## config.mk

```make
export PLATFORM = sky130hd
export DESIGN_NAME = alu_muldiv_ctrl
export DESIGN_NICKNAME = d
export VERILOG_FILES = /design/src/rtl/alu_muldiv_ctrl.sv
export SDC_FILE = /design/constraint.sdc
export NUM_CORES = 1
export LEC_CHECK = 0
export BUFFER_PORTS_ARGS = -buffer_cell sky130_fd_sc_hd__buf_2
export CORE_ASPECT_RATIO = 1.5
export CORE_MARGIN = 2
export CORE_UTILIZATION = 25
export CTS_CLUSTER_DIAMETER = 50
export DETAILED_ROUTE_END_ITERATION = 8
export HOLD_SLACK_MARGIN = 0.06
export PLACE_DENSITY = 0.35
export SYNTH_ARGS = -nofsm -noshare
export SYNTH_HDL_FRONTEND = slang
export SYNTH_SLANG_ARGS = --single-unit
```

## constraint.sdc

```tcl
create_clock -name clk -period 8.1 [get_ports clk]
set_input_delay 0.405 -clock clk [delete_from_list [all_inputs] [get_ports clk]]
set_output_delay 0.405 -clock clk [all_outputs]
set_load 0.005 [all_outputs]
```

## src/rtl/alu_muldiv_ctrl.sv

```systemverilog
// EX-stage ALU with a registered single-cycle path plus an iterative multiply/divide unit.
// HI/LO hold the last mult/div outcome; mfhi/mflo read them back.
module alu_muldiv_ctrl #(
    parameter int WIDTH      = 32,
    parameter int HAS_MULDIV = 1
) (
    input  logic             clk,
    input  logic             reset,
    input  logic             in_valid,
    output logic             in_ready,
    input  logic [1:0]       aluop,
    input  logic [5:0]       funct,
    input  logic [WIDTH-1:0] a,
    input  logic [WIDTH-1:0] b,
    output logic             out_valid,
    output logic [WIDTH-1:0] result,
    output logic             zero,
    output logic             illegal
);

    localparam int CW = $clog2(WIDTH);
    localparam logic [CW-1:0] LAST = CW'(WIDTH - 1);
    localparam bit MD = (HAS_MULDIV != 0);

    typedef enum logic [1:0] {IDLE, ITER, FIX} state_t;

    state_t             state;
    logic [CW-1:0]      count;
    logic [WIDTH-1:0]   hi, lo, mag;
    logic [2*WIDTH-1:0] acc;
    logic               is_div, neg_q, neg_r, div_zero;

    logic [WIDTH-1:0]   op_res;
    logic               op_illegal, op_md, op_div, op_signed;
    logic               a_neg, b_neg;
    logic [WIDTH-1:0]   a_mag, b_mag;

    always_comb begin
        op_res     = '0;
        op_illegal = 1'b0;
        op_md      = 1'b0;
        op_div     = 1'b0;
        op_signed  = 1'b0;
        if (!aluop[1]) begin
            op_res = aluop[0] ? a - b : a + b;
        end else begin
            case (funct)
                6'b100000: op_res = a + b;
                6'b100010: op_res = a - b;
                6'b100100: op_res = a & b;
                6'b100101: op_res = a | b;
                6'b100110: op_res = a ^ b;
                6'b100111: op_res = ~(a | b);
                6'b101010: op_res = {{(WIDTH-1){1'b0}}, ($signed(a) < $signed(b))};
                6'b101011: op_res = {{(WIDTH-1){1'b0}}, (a < b)};
                6'b010000: if (MD) op_res = hi; else op_illegal = 1'b1;
                6'b010010: if (MD) op_res = lo; else op_illegal = 1'b1;
                6'b011000: begin op_md = MD; op_signed = 1'b1; op_illegal = !MD; end
                6'b011001: begin op_md = MD; op_illegal = !MD; end
                6'b011010: begin op_md = MD; op_div = 1'b1; op_signed = 1'b1; op_illegal = !MD; end
                6'b011011: begin op_md = MD; op_div = 1'b1; op_illegal = !MD; end
                default:   op_illegal = 1'b1;
            endcase
        end
        a_neg = op_signed & a[WIDTH-1];
        b_neg = op_signed & b[WIDTH-1];
        a_mag = a_neg ? -a : a;
        b_mag = b_neg ? -b : b;
    end

    // One iteration step: shift-add for multiply, restoring shift-subtract for divide.
    logic [WIDTH:0]     sum, shifted, diff;
    logic [WIDTH-1:0]   rem_next;
    logic [2*WIDTH-1:0] mul_next, div_next;
    logic               ge;

    always_comb begin
        sum      = {1'b0, acc[2*WIDTH-1:WIDTH]} + (acc[0] ? {1'b0, mag} : '0);
        mul_next = {sum, acc[WIDTH-1:1]};
        shifted  = {acc[2*WIDTH-1:WIDTH], acc[WIDTH-1]};
        diff     = shifted - {1'b0, mag};
        ge       = !diff[WIDTH];
        rem_next = ge ? diff[WIDTH-1:0] : shifted[WIDTH-1:0];
        div_next = {rem_next, acc[WIDTH-2:0], ge};
    end

    logic [2*WIDTH-1:0] prod;
    logic [WIDTH-1:0]   quo, rem, fix_hi, fix_lo;

    always_comb begin
        prod = neg_q ? -acc : acc;
        quo  = acc[WIDTH-1:0];
        rem  = acc[2*WIDTH-1:WIDTH];
        if (is_div) begin
            fix_lo = div_zero ? '1 : (neg_q ? -quo : quo);
            fix_hi = neg_r ? -rem : rem;
        end else begin
            fix_hi = prod[2*WIDTH-1:WIDTH];
            fix_lo = prod[WIDTH-1:0];
        end
    end

    assign in_ready = (state == IDLE);

    always_ff @(posedge clk or posedge reset) begin
        if (reset) begin
            state     <= IDLE;
            count     <= '0;
            hi        <= '0;
            lo        <= '0;
            mag       <= '0;
            acc       <= '0;
            is_div    <= 1'b0;
            neg_q     <= 1'b0;
            neg_r     <= 1'b0;
            div_zero  <= 1'b0;
            out_valid <= 1'b0;
            result    <= '0;
            zero      <= 1'b0;
            illegal   <= 1'b0;
        end else begin
            out_valid <= 1'b0;
            case (state)
                IDLE: if (in_valid) begin
                    if (op_md) begin
                        state    <= ITER;
                        count    <= '0;
                        is_div   <= op_div;
                        mag      <= op_div ? b_mag : a_mag;
                        acc      <= {{WIDTH{1'b0}}, (op_div ? a_mag : b_mag)};
                        neg_q    <= a_neg ^ b_neg;
                        neg_r    <= a_neg;
                        div_zero <= (b == '0);
                    end else begin
                        out_valid <= 1'b1;
                        result    <= op_res;
                        zero      <= (op_res == '0);
                        illegal   <= op_illegal;
                    end
                end
                ITER: begin
                    acc   <= is_div ? div_next : mul_next;
                    count <= count + 1'b1;
                    if (count == LAST) state <= FIX;
                end
                FIX: begin
                    hi        <= fix_hi;
                    lo        <= fix_lo;
                    result    <= fix_lo;
                    zero      <= (fix_lo == '0);
                    illegal   <= 1'b0;
                    out_valid <= 1'b1;
                    state     <= IDLE;
                end
                default: state <= IDLE;
            endcase
        end
    end

endmodule

```

==> key figures, run 1 <==
Logic synthesis
  • Ys Warns: 0
  • Top_reg_cell synth: dfrtp_1
  • Mapped Nets: 3206
  • Async SR Flop Fraction: 100%
  • EDFF count, synth: 0
  • Cell count after synthesis: 2961
  • Synthesized area per cell: 7.68 sq um
  • Synth cell types: 113
  • Mapped cell area: 22700 sq um
  • Seq/Total Area, Yosys: 22.7%
  • Yosys reg bits: 206

Worst setup path
  • Crit end category: flip-flop
  • Worst path max stage delay: 640 ps
  • Crit-path slowest cell: ha_1
  • CP required: 8560 ps
  • WP data arrival: 5500 ps
  • Critical Path Source Type: primary input
  • R2R cell count: 16
  • Crit-path most repeated cell: nand4_1
  • Class of the most critical setup path: primary input to flip-flop
  • Crit-path cells: buf_2, inv_1, ha_1, nand4_1, a2111oi_2, a21oi_2, a21oi_1, a21boi_1, o31ai_2, o221ai_1, a22oi_2, nand4_1, nor4b_2, nand4_1, o211ai_1
  • Worst-path fanout max: 15

Clock network
  • CTS tree: yes
  • Clk_lat worst skew: 550 ps
  • Post-CTS setup repair buffer count: 0
  • Deepest level of the CTS H-tree: 1
  • Clk pin slew, worst setup/hold paths: 60 ps
  • Post-CTS resize count: 0
  • TritonCTS buffer count: 25
  • Longest Clk Path Bufs: 3
  • Hold-fix buffer count after cts: 1
  • Root Driver: clkbuf_16
  • Clk sinks: 206

Place
  • GPL Wtd Cong: 0.894
  • Placed Cells: 4095
  • PortBufs: 110
  • Post-detail-place hpwl: 89.0 mm

Timing
  • Max Slew Vio Count: 0
  • Final Hold Viols: 0
  • Final setup violation count: 0
  • Final period util: 62.3%
  • Max Freq: 198 MHz
  • TNS Setup: 0 ps
  • RSZ-0062 raised after global routing: no
  • Worst Tran Pin Value: 1210 ps
  • Relative slew slack: 19.1%
  • Clock Skew: 20.5 ps
  • Min cycle time layout: 5040 ps
  • WHS: 329 ps

Power and ir drop
  • Sequential share of power: 26.7%
  • Clock share of power: 17.8%
  • Sw Pwr: 3170 uW
  • Sw Ratio: 48.2%
  • Max IR drop VDD: 0.118 mV
  • Int Pwr: 3410 uW
  • Design Power: 6580 uW
  • Leak pwr: 0.0105 uW
  • Power per Cell Area: 262 nW/um^2
  • Comb power frac: 55.5%

Run status
  • Status: completed

Flow run
  • Maxcap violations: 0

Finish
  • Nets: 3204
  • Share of cells above drive strength 1: 9.61%
  • Post-route insts no fill: 4140
  • Area Overhead vs Synth: 10.4%
  • Antenna Cells: 0

Floorplan
  • Die H: 373 um
  • Die Footprint: 93400 sq um
  • Starting Density: 25.2%
  • Ports: 111
  • Core area: 90200 sq um
  • Row cnt: 135
  • Die W: 250 um

Detailed routing
  • Via Count: 23000
  • Final WL: 112 mm
  • Number of vias per cell: 5.56
  • DRC errors left: 0
  • Final ANT Viol Nets: 0
  • Wire per inst: 27.1 um
  • Iteration-0 DRC Markers: 1726
  • Drt pass-1 iters: 6

Global route
  • GR Util All Layers: 23.3%
  • Total gr overflow: 0
  • First-pass GRT wire length: 162 mm
  • Largest net degree at the start of global routing: 118
  • Via count of the first global-routing pass: 22900
  • Initial antenna violation count: 1

Hold path
  • Min-delay worst type: primary input to flip-flop
  • Hold depth: 3
==> path summary, 6_finish.rpt <==
kind                                          from             endpoint  slack, ps
worst max-delay path                          a[9]     zero$_DFFE_PP0P_       3060
worst min-delay path                         b[31]    neg_q$_DFFE_PP0P_        330
worst max register to register  acc[0]$_DFFE_PP0P_  acc[61]$_DFFE_PP0P_       3190
worst min register to register  lo[22]$_DFFE_PP0P_   lo[22]$_DFFE_PP0P_        480
max in group asynchronous                    reset   is_div$_DFFE_PP0P_       6320
min in group asynchronous                    reset  mag[27]$_DFFE_PP0P_        510
==> critical path: cells and delay by family <==
| family | cells | cell delay [ps] |
|---|---|---|
| simple gates | 4 | 1420 |
| compound gates | 8 | 2800 |
| buf+inv | 2 | 220 |
| fa+ha+maj | 1 | 640 |
==> layout by cell type (no fill, tap or decap), drive strengths merged, types with 19 or more instances in the layout <==
master and n:
clkbuf 33, nor2 270, o21ai 275, xor2 48
a211oi 98, nor2b 32, a221o 20, nand2 291
o221ai 26, o31ai 27, a21o 66, nor3 56
or3 30, a22oi 45, nand2b 28, a221oi 25
mux2i 78, o211ai 29, inv 161, nor4 27
ha 166, nand3 65, dfrtp 206, nand4 26
o21bai 19, a21oi 236, buf 158, xnor2 154
a31oi 39, and2 19
==> area by class of cell <==
class                   count  area [sq um]
clock buffers              33           686
clock inverters            11           130
fillers                  9885         65100
repair buffers            159           938
multi-input cells        2405         16100
inverters                 162           616
well taps                1164          1460
flip-flops and latches    206          5160
==> logic make-up after synthesis <==
kind of cell | count (synthesis) | synth area share [%]
and+or+nand+nor | 905 | 18.8
xor gates and xnor gates | 202 | 7.82
AOI/OAI and AO/OA | 1045 | 30.7
DFF | 206 | 22.7
buffers and inverters | 350 | 6.82
muxes | 83 | 3.68
adders and majority gates | 170 | 9.49
==> per-layer routing <==
metal / part of all wire [%] / vias up / routed length [um] / track usage [%]
li1: - / 10800 / - / -
met1: 41 / 11400 / 46500 / 28.3
met2: 50 / 631 / 56700 / 42.3
met3: 3.8 / 156 / 4270 / 1.69
met4: 4.4 / 0 / 4950 / 9.50
met5: 0 / - / 0 / 0
==> synthesized netlist by cell type (all sizes together) (25+ instances only) <==
library cell | count | area, sq um
xnor2 | 154 | 1350
a22oi | 45 | 348
or3 | 30 | 193
a211oi | 98 | 753
buf | 47 | 251
o21ai | 275 | 1390
nand3 | 65 | 325
nand2b | 28 | 183
nand4 | 26 | 163
dfrtp | 206 | 5150
clkbuf | 141 | 689
inv | 158 | 593
mux2i | 78 | 781
a221oi | 25 | 243
a31oi | 39 | 265
nor3 | 56 | 280
ha | 166 | 2080
xor2 | 48 | 428
a21o | 66 | 495
nor4 | 27 | 203
o31ai | 27 | 218
nand2 | 291 | 1090
nor2 | 270 | 1030
o211ai | 29 | 218
a21oi | 236 | 1200
nor2b | 32 | 215
o221ai | 26 | 228
==> state kept, by name (all words and copies together), names as in the netlist <==
signal     flops
lo            32
neg_r          1
count          5
neg_q          1
acc           64
result        32
out_valid      1
zero           1
mag           32
state          2
div_zero       1
is_div         1
illegal        1
hi            32
==> power by group through the flow <==
stage	logic (uW)	registers [uW]	clock network, uW
after floorplan	2690	1530	0
after global placement	3650	1780	0
after detailed placement	3650	1780	0
after CTS	3670	1760	1210
after global routing	4040	1800	1240
final	3660	1760	1170
==> through the flow <==
step / utilization, % / setup WS (ps) / instance area, sq um
after floorplan: - / 2070 / 22700
after detailed placement: 26.9 / 2660 / 24300
after global placement: 26.9 / 2630 / 24300
final: 27.8 / 3060 / 25100
after global routing: 27.8 / 2780 / 25100
after CTS: 27.8 / 3120 / 25100
No activity file was read; power rests on OpenSTA's default activity.
==> run 2: changes to the inputs <==
ABC_AREA = 1   (was unset)
PLACE_DENSITY = 0.36   (was 0.35)
clock period = 4.23 ns   (was 8.1 ns; I/O delays follow)
==> key figures, run 2 <==
Timing
  • Max Freq: 245 MHz
  • WHS: 87.1 ps (was 329 ps)
  • Final period util: 96.5%
  • Final Worst Setup Slack: 150 ps (was 3060 ps)
  • Max Slew Vio Count: 0 (unchanged)
  • Relative slew slack: 31.7% (was 19.1%)
  • Final setup violation count: 0 (unchanged)
  • Worst Tran Pin Value: 1010 ps (was 1210 ps)
  • Min cycle time layout: 4080 ps
  • Final Hold Viols: 0 (unchanged)
  • Clock Skew: 29.1 ps (was 20.5 ps)
  • RSZ-0062 raised after global routing: no (unchanged)

Finish
  • Commonest cells after routing, fill and taps aside: nand2_1, inv_1, nor2_1 (was nand2_1, nor2_1, o21ai_0)
  • Biggest register: acc (unchanged)
  • Share of cells above drive strength 1: 8.43% (was 9.61%)
  • Leading cell type in the layout, fill and taps excluded: nand2_1 (unchanged)
  • Largest register FFs: 64 (unchanged)
  • Nets: 4585 (was 3204)
  • Area Overhead vs Synth: 13.9% (was 10.4%)

Detailed routing
  • Drt pass-1 iters: 6 (unchanged)
  • Number of vias per cell: 5.07 (was 5.56)
  • Iteration-0 DRC Markers: 1811 (was 1726)
  • Final WL: 151 mm (was 112 mm)
  • Via Count: 28700 (was 23000)
  • Wire per inst: 26.7 um (was 27.1 um)
  • DRC errors left: 0 (unchanged)
  • Final ANT Viol Nets: 0 (unchanged)

Floorplan
  • Core area: 99700 sq um (was 90200 sq um)
  • Die W: 263 um (was 250 um)
  • Die H: 392 um (was 373 um)
  • Row cnt: 142 (was 135)
  • Ports: 111 (unchanged)
  • Starting Density: 25.2% (about the same)
  • Die Footprint: 103000 sq um (was 93400 sq um)

Logic synthesis
  • Yosys reg bits: 206 (unchanged)
  • Top post-synthesis cells by count: nand2_1, inv_1, nor2_1, nand3_1, o21ai_0 (was nand2_1, nor2_1, o21ai_0, a21oi_1, dfrtp_1)
  • Top_reg_cell synth: dfrtp_1 (unchanged)
  • Synth cell types: 62 (was 113)
  • Synth top area cells: dfrtp_1, nand2_1, inv_1 (was dfrtp_1, ha_1, xnor2_1)
  • Count leader, synth: nand2_1 (unchanged)
  • Dominant cell type by area after synthesis: dfrtp_1 (unchanged)
  • Mapped Nets: 4493 (was 3206)
  • Mapped cell area: 25100 sq um (was 22700 sq um)
  • EDFF count, synth: 0 (unchanged)
  • Ys Warns: 0 (unchanged)
  • Synthesized area per cell: 5.91 sq um (was 7.68 sq um)
  • Cell count after synthesis: 4248 (was 2961)
  • Async SR Flop Fraction: 100% (unchanged)
  • Seq/Total Area, Yosys: 20.5% (was 22.7%)
  • Area share of the largest cell type after synthesis: 20.5% (was 22.7%)

Worst setup path
  • Worst path max stage delay: 530 ps (was 640 ps)
  • Crit-path slowest cell: dlygate4sd3_1 (was ha_1)
  • WP buf/inv: 5 (was 2)
  • Crit-path cells: dlygate4sd3_1, buf_2, inv_1, ha_1, inv_1, a21oi_2, nor2_1, nor2_1, nand3_1, nand2_1, nand2_1, nand2_1, nand3_1, a21oi_1, nand2_1, nor2_1, nand3_1, nor2_1, buf_4, nand3_1, a21oi_2 (was buf_2, inv_1, ha_1, nand4_1, a2111oi_2, a21oi_2, a21oi_1, a21boi_1, o31ai_2, o221ai_1, a22oi_2, nand4_1, nor4b_2, nand4_1, o211ai_1)
  • Worst-path fanout max: 9 (was 15)
  • WP data arrival: 4610 ps (was 5500 ps)
  • Crit end category: flip-flop (unchanged)
  • Class of the most critical setup path: primary input to flip-flop (unchanged)
  • Critical Path Source Type: primary input (unchanged)
  • CP required: 4760 ps (was 8560 ps)
  • CP top delay family: simple AND/OR/NAND/NOR gates (was compound AO/OA/AOI/OAI gates)

Clock network
  • Longest Clk Path Bufs: 3 (unchanged)
  • Clk pin slew, worst setup/hold paths: 60 ps (about the same)
  • TritonCTS buffer count: 35 (was 25)
  • Root Driver: clkbuf_16 (unchanged)
  • Deepest level of the CTS H-tree: 2 (was 1)
  • Post-CTS setup repair buffer count: 0 (unchanged)
  • Clk sinks: 206 (unchanged)
  • CTS tree: yes (unchanged)
  • Clk_lat worst skew: 590 ps (was 550 ps)

Flow run
  • Maxcap violations: 0 (unchanged)

Place
  • GPL Wtd Cong: 0.997 (was 0.894)
  • Post-detail-place hpwl: 127 mm (was 89.0 mm)
  • Dpl ws: -191 ps (was 2660 ps)
  • PortBufs: 110 (unchanged)

Global route
  • GR Util All Layers: 28.8% (was 23.3%)
  • Initial antenna violation count: 8 (was 1)
  • Via count of the first global-routing pass: 29700 (was 22900)
  • Total gr overflow: 0 (unchanged)
  • Largest net degree at the start of global routing: 86 (was 118)
  • First-pass GRT wire length: 213 mm (was 162 mm)

Power and ir drop
  • Power per Cell Area: 624 nW/um^2 (was 262 nW/um^2)
  • Leak pwr: 0.0145 uW (was 0.0105 uW)
  • Max IR drop VDD: 0.249 mV (was 0.118 mV)

Hold path
  • Min-delay worst type: primary input to flip-flop (unchanged)

Run status
  • Status: completed (unchanged)
run 2: routing by layer:
layer / track usage, % / share of wire, % / up-vias
li1: - / - / 14000
met1: 29.3 / 37 / 13500
met3: 2.65 / 3.2 / 324
met4: 23.5 / 9.4 / 12
met5: 0 / 0.053 / -
met2: 53.7 / 51 / 842
run 2: cells by family after synthesis:
kind of cell / count (synthesis) / share of synthesized area [%]
compound gates: 800 / 18.0
buf+inv: 793 / 12.4
fa+ha+maj: 170 / 8.60
simple gates: 2165 / 36.5
xor+xnor: 114 / 3.98
flops: 206 / 20.5
run 2: worst paths after layout:
check / to / start / cells past startpoint / slack, ps
setup reg to reg: hi[29]$_DFFE_PP0P_ / acc[8]$_DFFE_PP0P_ / 16 / 810
min in group asynchronous: mag[26]$_DFFE_PP0P_ / reset / 3 / 230
hold / removal: mag[2]$_DFFE_PP0P_ / b[2] / 4 / 90
max in group asynchronous: lo[1]$_DFFE_PP0P_ / reset / 4 / 3070
setup / recovery: zero$_DFFE_PP0P_ / b[8] / 21 / 150
hold reg to reg: illegal$_DFFE_PP0P_ / illegal$_DFFE_PP0P_ / 2 / 480
run 2: worst min-delay path, stage by stage:
cell	delay, ps
buf_2	140
xor2_1	110
nand2_1	70
o211ai_1	80
run 2: report_power, final:
group	switching, uW	total [uW]	internal [uW]
sequential	1100	3910	2810
clock	1280	3020	1740
combinational	7530	10900	3370
total	9900	17800	7920
run 2: per-stage QoR:
stage | std cells | TNS [ps] | util [%] | total power, uW | cell area, sq um
finish | 5663 | 0 | 28.7 | 17800 | 28600
global placement | 5595 | -255 | 27.5 | 14900 | 27400
detailed placement | 5595 | -191 | 27.5 | 14800 | 27400
floorplan | 4248 | 0 | - | 10300 | 25100
CTS | 5662 | 0 | 28.7 | 17900 | 28600
global route | 5662 | 0 | 28.7 | 19200 | 28600
run 2: layout make-up:
| type | instances | area, sq um |
|---|---|---|
| diodes | 1 | 2.50 |
| clock buffers | 43 | 937 |
| clock inverters | 20 | 220 |
| fillers | 11500 | 71100 |
| inverters | 637 | 2400 |
| multi-input cells | 3249 | 16800 |
| flip-flops and latches | 206 | 5160 |
| well taps | 1296 | 1620 |
| repair buffers | 211 | 1390 |
run 2: timing repair:
action | 4_1_cts | 5_1_grt
hold endpoints to repair | 18 | 0
gates resized for setup | 0 | 0
hold buffers | 4 | 0
==> run 3: changes to the inputs <==
CELL_PAD_IN_SITES_DETAIL_PLACEMENT = 1   (was unset)
CELL_PAD_IN_SITES_GLOBAL_PLACEMENT = 1   (was unset)
PLACE_DENSITY = 0.49   (was 0.36)
SKIP_CTS_REPAIR_TIMING = 1   (was unset)
==> key figures, run 3 (synthesized netlist as in run 2, its figures left out) <==
Run status
  • Status: completed (unchanged)

Place
  • Placed Cells: 5608 (was 5595)
  • Post-detail-place hpwl: 132 mm (was 127 mm)
  • GPL Wtd Cong: 1.00 (was 0.997)
  • PortBufs: 110 (unchanged)

Clock network
  • Clk pin slew, worst setup/hold paths: 60 ps (about the same)
  • TritonCTS buffer count: 35 (unchanged)
  • Root Driver: clkbuf_16 (unchanged)
  • CTS tree: yes (unchanged)
  • Clk sinks: 206 (unchanged)
  • Deepest level of the CTS H-tree: 2 (unchanged)
  • Longest Clk Path Bufs: 3 (unchanged)
  • Clk_lat worst skew: 570 ps (was 590 ps)

Floorplan
  • Row cnt: 142 (unchanged)
  • Die W: 263 um (unchanged)
  • Core area: 99700 sq um (unchanged)
  • Starting Density: 25.2% (unchanged)
  • Die Footprint: 103000 sq um (unchanged)
  • Ports: 111 (unchanged)
  • Die H: 392 um (unchanged)

Flow run
  • Maxcap violations: 0 (unchanged)

Finish
  • Nets: 4597 (was 4585)
  • Share of cells above drive strength 1: 8.70% (was 8.43%)
  • Largest register FFs: 64 (unchanged)
  • Post-route insts no fill: 5677 (was 5663)
  • Area Overhead vs Synth: 14.8% (was 13.9%)
  • Filler Cells Inserted: 13000 (was 11500)
  • Biggest register: acc (unchanged)
  • Commonest cells after routing, fill and taps aside: nand2_1, inv_1, nor2_1 (unchanged)
  • Leading cell type in the layout, fill and taps excluded: nand2_1 (unchanged)
  • Core Util, Final: 28.9% (was 28.7%)

Global route
  • Largest net degree at the start of global routing: 83 (was 86)
  • Initial antenna violation count: 8 (unchanged)
  • GR Util All Layers: 30.0% (was 28.8%)
  • Total gr overflow: 0 (unchanged)
  • Via count of the first global-routing pass: 31500 (was 29700)
  • First-pass GRT wire length: 222 mm (was 213 mm)

Detailed routing
  • Drt pass-1 iters: 7 (was 6)
  • Via Count: 29500 (was 28700)
  • Final WL: 156 mm (was 151 mm)
  • Number of vias per cell: 5.19 (was 5.07)
  • DRC errors left: 0 (unchanged)
  • Iteration-0 DRC Markers: 1633 (was 1811)
  • Wire per inst: 27.5 um (was 26.7 um)
  • Final ANT Viol Nets: 0 (unchanged)

Power and ir drop
  • Power per Cell Area: 638 nW/um^2 (was 624 nW/um^2)
  • Sw Pwr: 10000 uW (was 9900 uW)
  • Clock share of power: 18.4% (was 16.9%)
  • Max IR drop VDD: 0.223 mV (was 0.249 mV)
  • Sequential share of power: 21.5% (was 21.9%)
  • Comb power frac: 60.1% (was 61.1%)
  • Sw Ratio: 54.5% (was 55.6%)
  • Int Pwr: 8350 uW (was 7920 uW)
  • Leak pwr: 0.0146 uW (was 0.0145 uW)

Worst setup path
  • CP Launch Point: a[0] (was b[8])
  • Critical path capture point: zero$_DFFE_PP0P_ (unchanged)
  • R2r endpoint: acc[63]$_DFFE_PP0P_ (was hi[29]$_DFFE_PP0P_)
  • Crit end category: flip-flop (unchanged)
  • R2R cell count: 16 (unchanged)
  • Class of the most critical setup path: primary input to flip-flop (unchanged)
  • Worst-path fanout max: 5 (was 9)
  • Critical Path Source Type: primary input (unchanged)
  • WP data arrival: 4470 ps (was 4610 ps)
  • CP required: 4740 ps (was 4760 ps)
  • Reg2reg start: acc[0]$_DFFE_PP0P_ (was acc[8]$_DFFE_PP0P_)
  • Reg2Reg Setup Slack: 520 ps (was 810 ps)

Hold path
  • Min-delay worst type: primary input to flip-flop (unchanged)

Timing
  • Min cycle time layout: 3960 ps (was 4080 ps)
  • Max Freq: 252 MHz (was 245 MHz)
  • Final setup violation count: 0 (unchanged)
  • Final period util: 93.6% (was 96.5%)
  • Final Hold Viols: 0 (unchanged)
  • RSZ-0062 raised after global routing: no (unchanged)
  • Max Slew Vio Count: 0 (unchanged)
  • Worst Tran Pin Value: 1180 ps (was 1010 ps)
  • Clock Skew: 22.5 ps (was 29.1 ps)
  • Relative slew slack: 21.6% (was 31.7%)
run 3: metal layers:
layer / vias up / global-route usage (%) / share of wire [%]
li1: 14000 / - / -
met1: 14400 / 30.4 / 37
met2: 740 / 56.0 / 51
met3: 381 / 2.77 / 3.1
met4: 6 / 24.1 / 9.4
met5: - / 0 / 0.022
run 3: power by group through the flow:
stage / combinational, uW / sequential (uW) / clock, uW
floorplan: 6930 / 3390 / 0
global placement: 11000 / 3960 / 0
detailed placement: 11000 / 3960 / 0
CTS: 11100 / 3940 / 3440
global route: 12200 / 4040 / 3510
finish: 11000 / 3950 / 3380
run 3: worst min-delay path by stage:
stage	startpoint	to	slack (ps)	cells after the start
2_1_floorplan	b[31]	div_zero$_DFFE_PP0P_	310	1
3_5_place_dp	reset	count[2]$_DFFE_PP0P_	350	2
3_3_place_gp	reset	count[1]$_DFFE_PP0P_	350	2
4_1_cts	reset	lo[23]$_DFFE_PP0P_	-250	2
6_report	b[8]	mag[8]$_DFFE_PP0P_	60	4
5_1_grt	b[8]	mag[8]$_DFFE_PP0P_	80	4
run 3: stage by stage:
stage	instance area (sq um)	setup slack, ps	TNS (ps)	hold WS [ps]	total power [uW]
floorplan	25100	1350	0	308	10300
global placement	27500	-220	-220	348	14900
detailed placement	27500	-162	-162	354	15000
CTS	28800	341	0	-252	18400
global route	28800	131	0	84.7	19700
finish	28800	269	0	60.3	18400
run 3: worst max-delay path, cell delays in order:
cell	delay [ps]
buf_2	130
ha_1	350
fa_1	560
nand3_1	140
nand3_1	400
nand2_1	210
nand2_1	310
nand2_1	190
nand2_1	220
nand2_1	160
nand2_1	60
nand2_1	60
nand3_1	80
a21oi_1	290
nand2_1	130
nor2_1	310
nand3_1	120
nor2_1	190
buf_4	130
nand3_1	70
a21oi_2	120
run 3: final cells by class:
cell class	instances	area [sq um]	area share [%]
Clock inverter	19	349	1.21
Sequential cell	206	5160	17.9
Multi-Input combinational cell	3249	16800	58.5
Inverter	637	2400	8.32
Timing Repair Buffer	223	1470	5.10
Clock buffer	44	962	3.34
Antenna cell	3	7.51	0.0261
Tap cell	1296	1620	5.63
